$ cat src/rtl/pc_dump_scheduler_if.sv
// pc_dump_scheduler_if: bundles the controller-side config/request signals and
// the perf-counter writer handshake seen by pc_dump_scheduler.
// Ports (slave = scheduler): cfg_base_addr, cfg_num_slots, cfg_clear, dump_req,
// pc_done in; pc_start, pc_base_addr, busy, pending_cnt, slot_idx, dumps_total,
// overflow, timeout_err out. The master modport is the mirror image.
interface pc_dump_scheduler_if #(
  parameter int AXI_ADDR_WIDTH = 64,
  parameter int MAX_SLOTS      = 16,
  parameter int PEND_WIDTH     = 4
) ();
  localparam int SLOT_W = $clog2(MAX_SLOTS);

  logic [AXI_ADDR_WIDTH-1:0] cfg_base_addr;
  logic [SLOT_W:0]           cfg_num_slots;
  logic                      cfg_clear;
  logic                      dump_req;
  logic                      pc_done;
  logic                      pc_start;
  logic [AXI_ADDR_WIDTH-1:0] pc_base_addr;
  logic                      busy;
  logic [PEND_WIDTH-1:0]     pending_cnt;
  logic [SLOT_W-1:0]         slot_idx;
  logic [31:0]               dumps_total;
  logic                      overflow;
  logic                      timeout_err;

  modport slave (
    input  cfg_base_addr, cfg_num_slots, cfg_clear, dump_req, pc_done,
    output pc_start, pc_base_addr, busy, pending_cnt, slot_idx, dumps_total,
           overflow, timeout_err
  );

  modport master (
    output cfg_base_addr, cfg_num_slots, cfg_clear, dump_req, pc_done,
    input  pc_start, pc_base_addr, busy, pending_cnt, slot_idx, dumps_total,
           overflow, timeout_err
  );
endinterface

$ cat src/rtl/pc_dump_scheduler.sv
// pc_dump_scheduler: queues perf-counter dump requests and issues them one at a
//   time to the writer, each to the next slot of a circular DDR slot table.
// Latency: dump_req -> pc_start 2 cycles (idle, empty queue); pc_done -> next pc_start >= 3 cycles.
// Backpressure: none upstream; up to 2^PEND_WIDTH-1 requests queue, extras are dropped and flag overflow.
// Ports: clk_i, reset_i (synchronous, active-high); sched_if (slave modport of
//   pc_dump_scheduler_if) carrying config, dump_req, the pc_start/pc_done
//   handshake, pc_base_addr and status outputs.
// Build option: define PC_SCHED_TIMEOUT_EN to add the WAIT watchdog (TIMEOUT_CYCLES).
module pc_dump_scheduler #(
  parameter int AXI_ADDR_WIDTH = 64,
  parameter int SLOT_BYTES     = 96,
  parameter int MAX_SLOTS      = 16,
  parameter int PEND_WIDTH     = 4
`ifdef PC_SCHED_TIMEOUT_EN
  , parameter int TIMEOUT_CYCLES = 4096
`endif
) (
  input  logic               clk_i,
  input  logic               reset_i,
  pc_dump_scheduler_if.slave sched_if
);

  localparam int SLOT_W = $clog2(MAX_SLOTS);
  localparam logic [PEND_WIDTH-1:0]     PEND_MAX    = {PEND_WIDTH{1'b1}};
  localparam logic [SLOT_W:0]           MAX_SLOTS_W = (SLOT_W+1)'(MAX_SLOTS);
  localparam logic [AXI_ADDR_WIDTH-1:0] STRIDE      = AXI_ADDR_WIDTH'(SLOT_BYTES);

  typedef enum logic [1:0] {S_IDLE, S_ISSUE, S_WAIT, S_ADVANCE} state_e;

  state_e                    state_q;
  logic                      pc_start_q;
  logic                      busy_q;
  logic                      overflow_q, overflow_d;
  logic [AXI_ADDR_WIDTH-1:0] pc_base_addr_q;
  logic [AXI_ADDR_WIDTH-1:0] slot_addr;
  logic [PEND_WIDTH-1:0]     pending_q, pending_d;
  logic [SLOT_W-1:0]         slot_q, slot_next;
  logic [SLOT_W:0]           eff_slots, slot_inc;
  logic [31:0]               dumps_q;
  logic                      issue;
  logic                      clear_ok;

`ifdef PC_SCHED_TIMEOUT_EN
  localparam int WD_W = (TIMEOUT_CYCLES > 1) ? $clog2(TIMEOUT_CYCLES) : 1;
  localparam logic [WD_W-1:0] WD_LAST = WD_W'(TIMEOUT_CYCLES - 1);
  logic [WD_W-1:0] wd_q;
  logic            timeout_q;
`endif

  assign issue    = (state_q == S_ISSUE);
  // busy_q is low only in IDLE, so a clear can never cut a dump in half.
  assign clear_ok = sched_if.cfg_clear && !busy_q;

  // Pending queue depth: a request arriving with the ISSUE decrement cancels out,
  // so only a request against a full counter with no issue is dropped.
  always_comb begin
    pending_d  = pending_q;
    overflow_d = overflow_q;
    if (clear_ok) begin
      pending_d  = PEND_WIDTH'(sched_if.dump_req);
      overflow_d = 1'b0;
    end else if (sched_if.dump_req && !issue) begin
      if (pending_q == PEND_MAX) overflow_d = 1'b1;
      else                       pending_d  = pending_q + PEND_WIDTH'(1);
    end else if (!sched_if.dump_req && issue) begin
      pending_d = pending_q - PEND_WIDTH'(1);
    end
  end

  // Ring size clamp: 0 behaves as 1, oversize behaves as MAX_SLOTS.
  always_comb begin
    if (sched_if.cfg_num_slots == '0)              eff_slots = (SLOT_W+1)'(1);
    else if (sched_if.cfg_num_slots > MAX_SLOTS_W) eff_slots = MAX_SLOTS_W;
    else                                           eff_slots = sched_if.cfg_num_slots;
  end

  // Compare in SLOT_W+1 bits so slot_idx+1 == MAX_SLOTS does not alias to 0.
  assign slot_inc  = {1'b0, slot_q} + (SLOT_W+1)'(1);
  assign slot_next = (slot_inc >= eff_slots) ? '0 : slot_inc[SLOT_W-1:0];
  assign slot_addr = sched_if.cfg_base_addr + AXI_ADDR_WIDTH'(slot_q) * STRIDE;

  always_ff @(posedge clk_i) begin
    if (reset_i) begin
      state_q        <= S_IDLE;
      pc_start_q     <= 1'b0;
      busy_q         <= 1'b0;
      overflow_q     <= 1'b0;
      pc_base_addr_q <= '0;
      pending_q      <= '0;
      slot_q         <= '0;
      dumps_q        <= '0;
`ifdef PC_SCHED_TIMEOUT_EN
      wd_q           <= '0;
      timeout_q      <= 1'b0;
`endif
    end else begin
      pending_q  <= pending_d;
      overflow_q <= overflow_d;
      pc_start_q <= 1'b0;
      unique case (state_q)
        S_IDLE: begin
          if (clear_ok) begin
            // Stay in IDLE this cycle; a queued request issues next cycle.
            slot_q  <= '0;
            dumps_q <= '0;
`ifdef PC_SCHED_TIMEOUT_EN
            timeout_q <= 1'b0;
`endif
          end else if (pending_q != '0) begin
            pc_base_addr_q <= slot_addr;
            pc_start_q     <= 1'b1;
            busy_q         <= 1'b1;
            state_q        <= S_ISSUE;
          end
        end
        S_ISSUE: begin
          state_q <= S_WAIT;
`ifdef PC_SCHED_TIMEOUT_EN
          wd_q    <= '0;
`endif
        end
        S_WAIT: begin
          if (sched_if.pc_done) begin
            state_q <= S_ADVANCE;
`ifdef PC_SCHED_TIMEOUT_EN
          end else if (wd_q == WD_LAST) begin
            // Give up on the writer but still consume the slot and count the dump.
            timeout_q <= 1'b1;
            state_q   <= S_ADVANCE;
          end else begin
            wd_q <= wd_q + WD_W'(1);
`endif
          end
        end
        S_ADVANCE: begin
          slot_q  <= slot_next;
          dumps_q <= dumps_q + 32'd1;
          busy_q  <= 1'b0;
          state_q <= S_IDLE;
        end
        default: state_q <= S_IDLE;
      endcase
    end
  end

  assign sched_if.pc_start     = pc_start_q;
  assign sched_if.pc_base_addr = pc_base_addr_q;
  assign sched_if.busy         = busy_q;
  assign sched_if.pending_cnt  = pending_q;
  assign sched_if.slot_idx     = slot_q;
  assign sched_if.dumps_total  = dumps_q;
  assign sched_if.overflow     = overflow_q;
`ifdef PC_SCHED_TIMEOUT_EN
  assign sched_if.timeout_err  = timeout_q;
`else
  assign sched_if.timeout_err  = 1'b0;
`endif

endmodule

$ cat src/flat_wrapper.sv
// flat-port wrapper written by rule: the top's interface ports become plain ports
module pc_dump_scheduler_flat 
#(
  parameter int AXI_ADDR_WIDTH = 64,
  parameter int SLOT_BYTES     = 96,
  parameter int MAX_SLOTS      = 16,
  parameter int PEND_WIDTH     = 4

)
  (clk_i, reset_i, sched_if_cfg_base_addr, sched_if_cfg_num_slots, sched_if_cfg_clear, sched_if_dump_req, sched_if_pc_done, sched_if_pc_start, sched_if_pc_base_addr, sched_if_busy, sched_if_pending_cnt, sched_if_slot_idx, sched_if_dumps_total, sched_if_overflow, sched_if_timeout_err);
  pc_dump_scheduler_if #(.AXI_ADDR_WIDTH(AXI_ADDR_WIDTH), .MAX_SLOTS(MAX_SLOTS), .PEND_WIDTH(PEND_WIDTH)) sched_if_i ();
  input  logic clk_i;
  input  logic reset_i;
  input wire logic [$bits(sched_if_i.cfg_base_addr)-1:0] sched_if_cfg_base_addr;
  input wire logic [$bits(sched_if_i.cfg_num_slots)-1:0] sched_if_cfg_num_slots;
  input wire logic [$bits(sched_if_i.cfg_clear)-1:0] sched_if_cfg_clear;
  input wire logic [$bits(sched_if_i.dump_req)-1:0] sched_if_dump_req;
  input wire logic [$bits(sched_if_i.pc_done)-1:0] sched_if_pc_done;
  output wire logic [$bits(sched_if_i.pc_start)-1:0] sched_if_pc_start;
  output wire logic [$bits(sched_if_i.pc_base_addr)-1:0] sched_if_pc_base_addr;
  output wire logic [$bits(sched_if_i.busy)-1:0] sched_if_busy;
  output wire logic [$bits(sched_if_i.pending_cnt)-1:0] sched_if_pending_cnt;
  output wire logic [$bits(sched_if_i.slot_idx)-1:0] sched_if_slot_idx;
  output wire logic [$bits(sched_if_i.dumps_total)-1:0] sched_if_dumps_total;
  output wire logic [$bits(sched_if_i.overflow)-1:0] sched_if_overflow;
  output wire logic [$bits(sched_if_i.timeout_err)-1:0] sched_if_timeout_err;
  assign sched_if_i.cfg_base_addr = sched_if_cfg_base_addr;
  assign sched_if_i.cfg_num_slots = sched_if_cfg_num_slots;
  assign sched_if_i.cfg_clear = sched_if_cfg_clear;
  assign sched_if_i.dump_req = sched_if_dump_req;
  assign sched_if_i.pc_done = sched_if_pc_done;
  assign sched_if_pc_start = sched_if_i.pc_start;
  assign sched_if_pc_base_addr = sched_if_i.pc_base_addr;
  assign sched_if_busy = sched_if_i.busy;
  assign sched_if_pending_cnt = sched_if_i.pending_cnt;
  assign sched_if_slot_idx = sched_if_i.slot_idx;
  assign sched_if_dumps_total = sched_if_i.dumps_total;
  assign sched_if_overflow = sched_if_i.overflow;
  assign sched_if_timeout_err = sched_if_i.timeout_err;
  pc_dump_scheduler #(.AXI_ADDR_WIDTH(AXI_ADDR_WIDTH), .SLOT_BYTES(SLOT_BYTES), .MAX_SLOTS(MAX_SLOTS), .PEND_WIDTH(PEND_WIDTH)) u_core (.clk_i(clk_i), .reset_i(reset_i), .sched_if(sched_if_i));
endmodule
$ cat config.mk
export PLATFORM = sky130hd
export DESIGN_NAME = pc_dump_scheduler_flat
export DESIGN_NICKNAME = d
export VERILOG_FILES = /design/src/rtl/pc_dump_scheduler_if.sv /design/src/rtl/pc_dump_scheduler.sv /design/src/flat_wrapper.sv
export SDC_FILE = /design/constraint.sdc
export NUM_CORES = 1
export LEC_CHECK = 0
export ABC_CLOCK_PERIOD_IN_PS = 4300
export CELL_PAD_IN_SITES_DETAIL_PLACEMENT = 1
export CELL_PAD_IN_SITES_GLOBAL_PLACEMENT = 2
export CORE_ASPECT_RATIO = 0.6
export CORE_MARGIN = 3
export CORE_UTILIZATION = 27
export DETAILED_ROUTE_END_ITERATION = 8
export PLACE_DENSITY_LB_ADDON = 0.12
export SLEW_MARGIN = 40
export SYNTH_ARGS = -nofsm -noshare
export SYNTH_HDL_FRONTEND = slang
export SYNTH_SLANG_ARGS = --single-unit
$ cat constraint.sdc
create_clock -name clk_i -period 4.3 [get_ports clk_i]
set_clock_uncertainty 0.05 [all_clocks]
set_input_delay 0.645 -clock clk_i [delete_from_list [all_inputs] [get_ports clk_i]]
set_output_delay 0.645 -clock clk_i [all_outputs]
set_load 0.02 [all_outputs]
# --- Yosys cells after proc, flatten, opt, wreduce, memory -nomap -nowiden ---
# Cells that the tools add are included.
word_totals:
  ff_bits: 109
op_classes:
  n_bitwise: 2
  mux: 19
  n_reduce_logical: 21
  n_eq_ne: 10
  n_mul: 1
  magnitude_cmp: 2
  addsub: 5
op_table:
  columns: ["op", "count"]
  rows:
  - ["adder 64 x 11 -> 64 bit", 1]
  - ["case mux 32 bit (2 select lines)", 1]
  - ["adder 32 x 1 -> 32 bit (second input constant)", 1]
  - ["2-to-1 mux 32 bit", 1]
  - ["2-to-1 mux 4 bit", 5]
  - ["2-to-1 mux 5 bit", 2]
  - ["AND reduction 3 bit", 3]
  - ["case mux 2 bit (4 select lines)", 1]
  - ["case mux 4 bit (2 select lines)", 1]
  - ["AND reduction 2 bit", 4]
  - ["multiplier 4 x 2 -> 6 bit (second input constant)", 1]
  - ["2-to-1 mux 2 bit", 3]
  - ["inequality test 2 bit (second input constant)", 3]
  - ["adder 4 x 1 -> 5 bit (second input constant)", 1]
  - ["greater-or-equal comparator 5 bit", 1]
  - ["> comparator 5 bit (second input constant)", 1]
  - ["zero test 5 bit", 1]
  - ["adder 4 x 1 -> 4 bit (second input constant)", 1]
  - ["equality test 2 bit (second input constant)", 2]
  - ["equality test 4 bit (second input constant)", 1]
  - ["2-to-1 mux 1 bit", 4]
  - ["inequality test 2 x 1 -> 1 bit (second input constant)", 2]
  - ["nonzero test 2 bit", 2]
  - ["nonzero test 4 bit", 1]
  - ["other kinds (11)", 16]

# --- Longest topological paths before layout ---
logic_depth:
  ltp_word: 6
  ltp_mapped: 13
  ltp_nobuf: 11

# --- Least setup slack after synthesis ---
# No wires, ideal clock.
synth_path:
  kind: "reg2reg"
  startpoint: "register u_core.slot_q[0], in the netlist u_core.sched_if.slot_idx[0]"
  endpoint: "register u_core.pc_base_addr_q[24], in the netlist u_core.sched_if.pc_base_addr[24]"
  setup_ns: 0.086
  synth_period_minus_slack_ns: 3.264
  stages_incl_launch_ff: 13
  n_path_buf: 3
  setup_slack_ns: 1.036
  arrival_ns: 3.128
  path_cell_list: "dfxtp_1 -> ha_1 -> fa_1 -> a21o_1 -> ha_1 -> o211a_1 -> and3_1 -> clkbuf_1 -> clkbuf_1 -> buf_2 -> nand4_1 -> xor2_1 -> a211oi_1"
synth_between:
  elab_chain_len: 2
synth_lines:
  columns: ["element", "line_no", "source"]
  rows:
  - ["start: declaration", "pc_dump_scheduler.sv:37", "logic [SLOT_W-1:0] slot_q, slot_next;"]
  - ["start signal: assignment", "pc_dump_scheduler.sv:136", "slot_q <= slot_next;"]
  - ["multiplier 4 x 2 -> 6 bit", "pc_dump_scheduler.sv:80", "assign slot_addr = sched_if.cfg_base_addr + AXI_ADDR_WIDTH'(slot_q) * STRIDE;"]
  - ["adder 64 x 11 -> 64 bit", "pc_dump_scheduler.sv:80", null]
  - ["end signal: assignment", "pc_dump_scheduler.sv:110", "pc_base_addr_q <= slot_addr;"]
  - ["end: declaration", "pc_dump_scheduler.sv:34", "logic [AXI_ADDR_WIDTH-1:0] pc_base_addr_q;"]
# No other way between the ends.
# A chain may end at the register's enable or synchronous reset.

# --- Final worst setup path ---
layout_path:
  startpoint: "register u_core.slot_q[2], in the netlist u_core.sched_if.slot_idx[2]"
  endpoint: "register u_core.pc_base_addr_q[50], in the netlist u_core.sched_if.pc_base_addr[50]"
# Same word-level chain as after synthesis.

==> impl_metrics.env <==
export IMPL_status="completed"
export IMPL_worst_pin_slew_ns=0.685
export IMPL_grt_max_degree=118
export IMPL_stdcell_count=1168
export IMPL_syn_to_final_growth_pct=40.1
export IMPL_slew_limit_headroom=0.539
export IMPL_finalMaxSlewViolations=0
export IMPL_nets=985
export IMPL_final_min_clock_period_ns=3.61
export IMPL_coreArea_um2=21300
export IMPL_fin_tns_setup_ns=0
export IMPL_path_max_fanout=17
export IMPL_grt_usage=0.173
export IMPL_synth_area_per_cell_um2=8.22
export IMPL_route_detailed_drc=0
export IMPL_wl_mm=20.4
export IMPL_rows=41
export IMPL_overflow=0
export IMPL_gp_congestion=0.779
export IMPL_viasPerCell=5.11
export IMPL_clk_pin_slew_worst_paths_ns=0.08
export IMPL_ios=182
export IMPL_via_count=5974
export IMPL_place_inst=1152
export IMPL_start_util=0.280
export IMPL_max_freq_mhz=277
export IMPL_cts_repair_resized=0
export IMPL_power_leakage_nw=2.89
export IMPL_cts_tree="done"
export IMPL_die_w_um=198
export IMPL_synth_seq_area_share=0.366
export IMPL_critPathCaptureType="flip-flop"
export IMPL_arrival_ns=3.82
export IMPL_switchingPower_mw=1.76
export IMPL_ys_ff_latch=109
export IMPL_dp_hpwl_mm=15.5
export IMPL_synth_most_common_cell="dfxtp_1"
export IMPL_grt_antenna_before_repair=1
export IMPL_synth_warnings=0
export IMPL_internal_power_mw=2.64
export IMPL_yosysTopAreaCell="dfxtp_1"
export IMPL_hold_violations=0
export IMPL_cp_required_ns=4.51
export IMPL_fillCellCount=2496
export IMPL_ctsLongestPathBuffers=2
export IMPL_combPwrFrac=0.462
export IMPL_cts_made_buffers=9
export IMPL_clockPowerShare=0.198
export IMPL_ys_types=52
export IMPL_diodes=0
export IMPL_synthCells=726
export IMPL_grt_pass1_vias=6181
export IMPL_netlist_area_um2=5970
export IMPL_switching_share=0.400
export IMPL_rsz0062_at_grt="false"
export IMPL_drtAntennaViolNets=0
export IMPL_drtIter0Drc=183
export IMPL_ys_dominant_reg_cell="dfxtp_1"
export IMPL_p_per_area_nw_per_um2=526
export IMPL_die_area_um2=24000
export IMPL_hold_slack_ns=0.407
export IMPL_crit_slowest_cell="dfxtp_1"
export IMPL_crit_chain="inv_1, ha_1, nor2_1, nor2_1, xnor2_1, ha_1, o211ai_1, o21ai_1, nand4_1, buf_4, or4_1, a311oi_1"
export IMPL_hold_path_class="flip-flop to flip-flop"
export IMPL_max_stage_delay_ns=0.54
export IMPL_drt_first_pass_iters=6
export IMPL_wl_per_cell_um=17.5
export IMPL_synth_common_cells="109 x dfxtp_1, 90 x nor2_1, 62 x nand2_1, 40 x xor2_1, 37 x clkbuf_1"
export IMPL_cp_start_kind="flip-flop"
export IMPL_peakVddDrop_uv=310
export IMPL_syn_nets=827
export IMPL_synth_top_cells_by_area="dfxtp_1 37%, xor2_1 5.9%, nor2_1 5.7%"
export IMPL_synth_top_area_frac=0.366
export IMPL_hold_buffers=0
export IMPL_path_class="flip-flop to flip-flop"
export IMPL_post_cts_setup_buffer_count=0
export IMPL_fp_dieH_um=121
export IMPL_clock_sinks=109
export IMPL_cap_violations=0
export IMPL_drive_gt1_frac=0.0427
export IMPL_clk_latency_ns=0.36
export IMPL_clockRootBuffer="clkbuf_16"
export IMPL_synth_edff_count=0
export IMPL_grt_pass1_wl_mm=33.3
export IMPL_period_share=0.838
export IMPL_port_buffers=180
export IMPL_seqPwrFrac=0.340
export IMPL_synthArstFlopShare=0
export IMPL_htreeDepth=3
export IMPL_setup_violations=0
==> path summary, 6_finish.rpt <==
path / endpoint / slack (ns) / depth (start not counted) / start
max: u_core.sched_if.pc_base_addr[50] / 0.69 / 12 / u_core.sched_if.slot_idx[2]
max reg2reg: u_core.sched_if.pc_base_addr[50] / 0.69 / 12 / u_core.sched_if.slot_idx[2]
min reg2reg: u_core.sched_if.pc_base_addr[8] / 0.41 / 2 / u_core.sched_if.pc_base_addr[8]
min: u_core.sched_if.pc_base_addr[8] / 0.41 / 2 / u_core.sched_if.pc_base_addr[8]
==> routing by layer <==
layer,global-route usage,vias to the layer above,part of all wire
met5,0,-,0.00039
met4,0.0358,2,0.011
met3,0.0391,14,0.036
met2,0.278,96,0.45
met1,0.239,2903,0.50
li1,-,2959,-
==> worst max-delay path, delay by kind of cell, from the launching register on <==
kind            cells  cell delay, ns
xor+xnor            1            0.12
simple gates        4            0.76
flops               1            0.54
compound gates      3            0.96
buf+inv             2            0.35
fa+ha+maj           2            0.73
==> placed cells by master, fill, tap and decap left out, drive strengths merged, types with 4 or more instances in the layout <==
cell / instances
a211oi: 31
a21o: 6
a21oi: 26
a311oi: 24
and2: 6
and3: 11
and4: 6
buf: 10
clkbuf: 12
clkdlybuf4s50: 179
dfxtp: 109
ha: 24
inv: 30
nand2: 62
nand3: 26
nand4: 33
nor2: 90
nor3: 11
nor4: 4
o211ai: 13
o21ai: 20
o31ai: 15
or2: 4
or3: 18
or4: 22
xnor2: 16
xor2: 40
==> state kept, by name, indices dropped and copies added (netlist names) <==
register / flops
u_core.sched_if.pc_base_addr: 64
u_core.sched_if.dumps_total: 32
u_core.sched_if.pending_cnt: 4
u_core.sched_if.slot_idx: 4
u_core.state_q: 2
u_core.sched_if.busy: 1
u_core.sched_if.overflow: 1
u_core.sched_if.pc_start: 1
==> final cells by class <==
class | instances | area [µm²] | area share
multi-input combinational | 545 | 3550 | 0.424
sequential | 109 | 2180 | 0.261
timing repair buffer | 189 | 1880 | 0.224
tap | 279 | 349 | 0.0418
clock buffer | 12 | 246 | 0.0295
inverter | 30 | 113 | 0.0135
clock inverter | 4 | 47.5 | 0.00569
==> cells by family (layout without fill, tap and decap cells) <==
group                      Yosys count  in the layout  share of synthesized area
muxes                                3              3                    0.00503
adders and majority gates           27             27                     0.0604
other                                1              1                   0.000628
and+or+nand+nor                    304            304                      0.259
buffers and inverters               72            235                     0.0463
DFF                                109            109                      0.366
AOI/OAI and AO/OA                  154            154                      0.181
xor gates and xnor gates            56             56                     0.0822
==> per-stage QoR <==
stage	power, mW	setup WS [ns]	area (µm²)	utilization
2_1_floorplan	2.62	1.04	5970	-
3_3_place_gp	3.49	0.896	8040	0.377
3_5_place_dp	3.57	0.689	8050	0.377
4_1_cts	4.47	0.637	8340	0.391
5_1_grt	4.71	0.306	8360	0.392
6_report	4.40	0.695	8360	0.392
==> power groups by stage <==
| stage | combinational, mW | clock (mW) | sequential, mW |
|---|---|---|---|
| finish | 2.03 | 0.869 | 1.50 |
| global route | 2.23 | 0.948 | 1.54 |
| CTS | 2.06 | 0.911 | 1.50 |
| detailed placement | 2.05 | 0 | 1.52 |
| global placement | 1.99 | 0 | 1.51 |
| floorplan | 0.804 | 0 | 1.81 |
(Power assumes the default switching activity.)
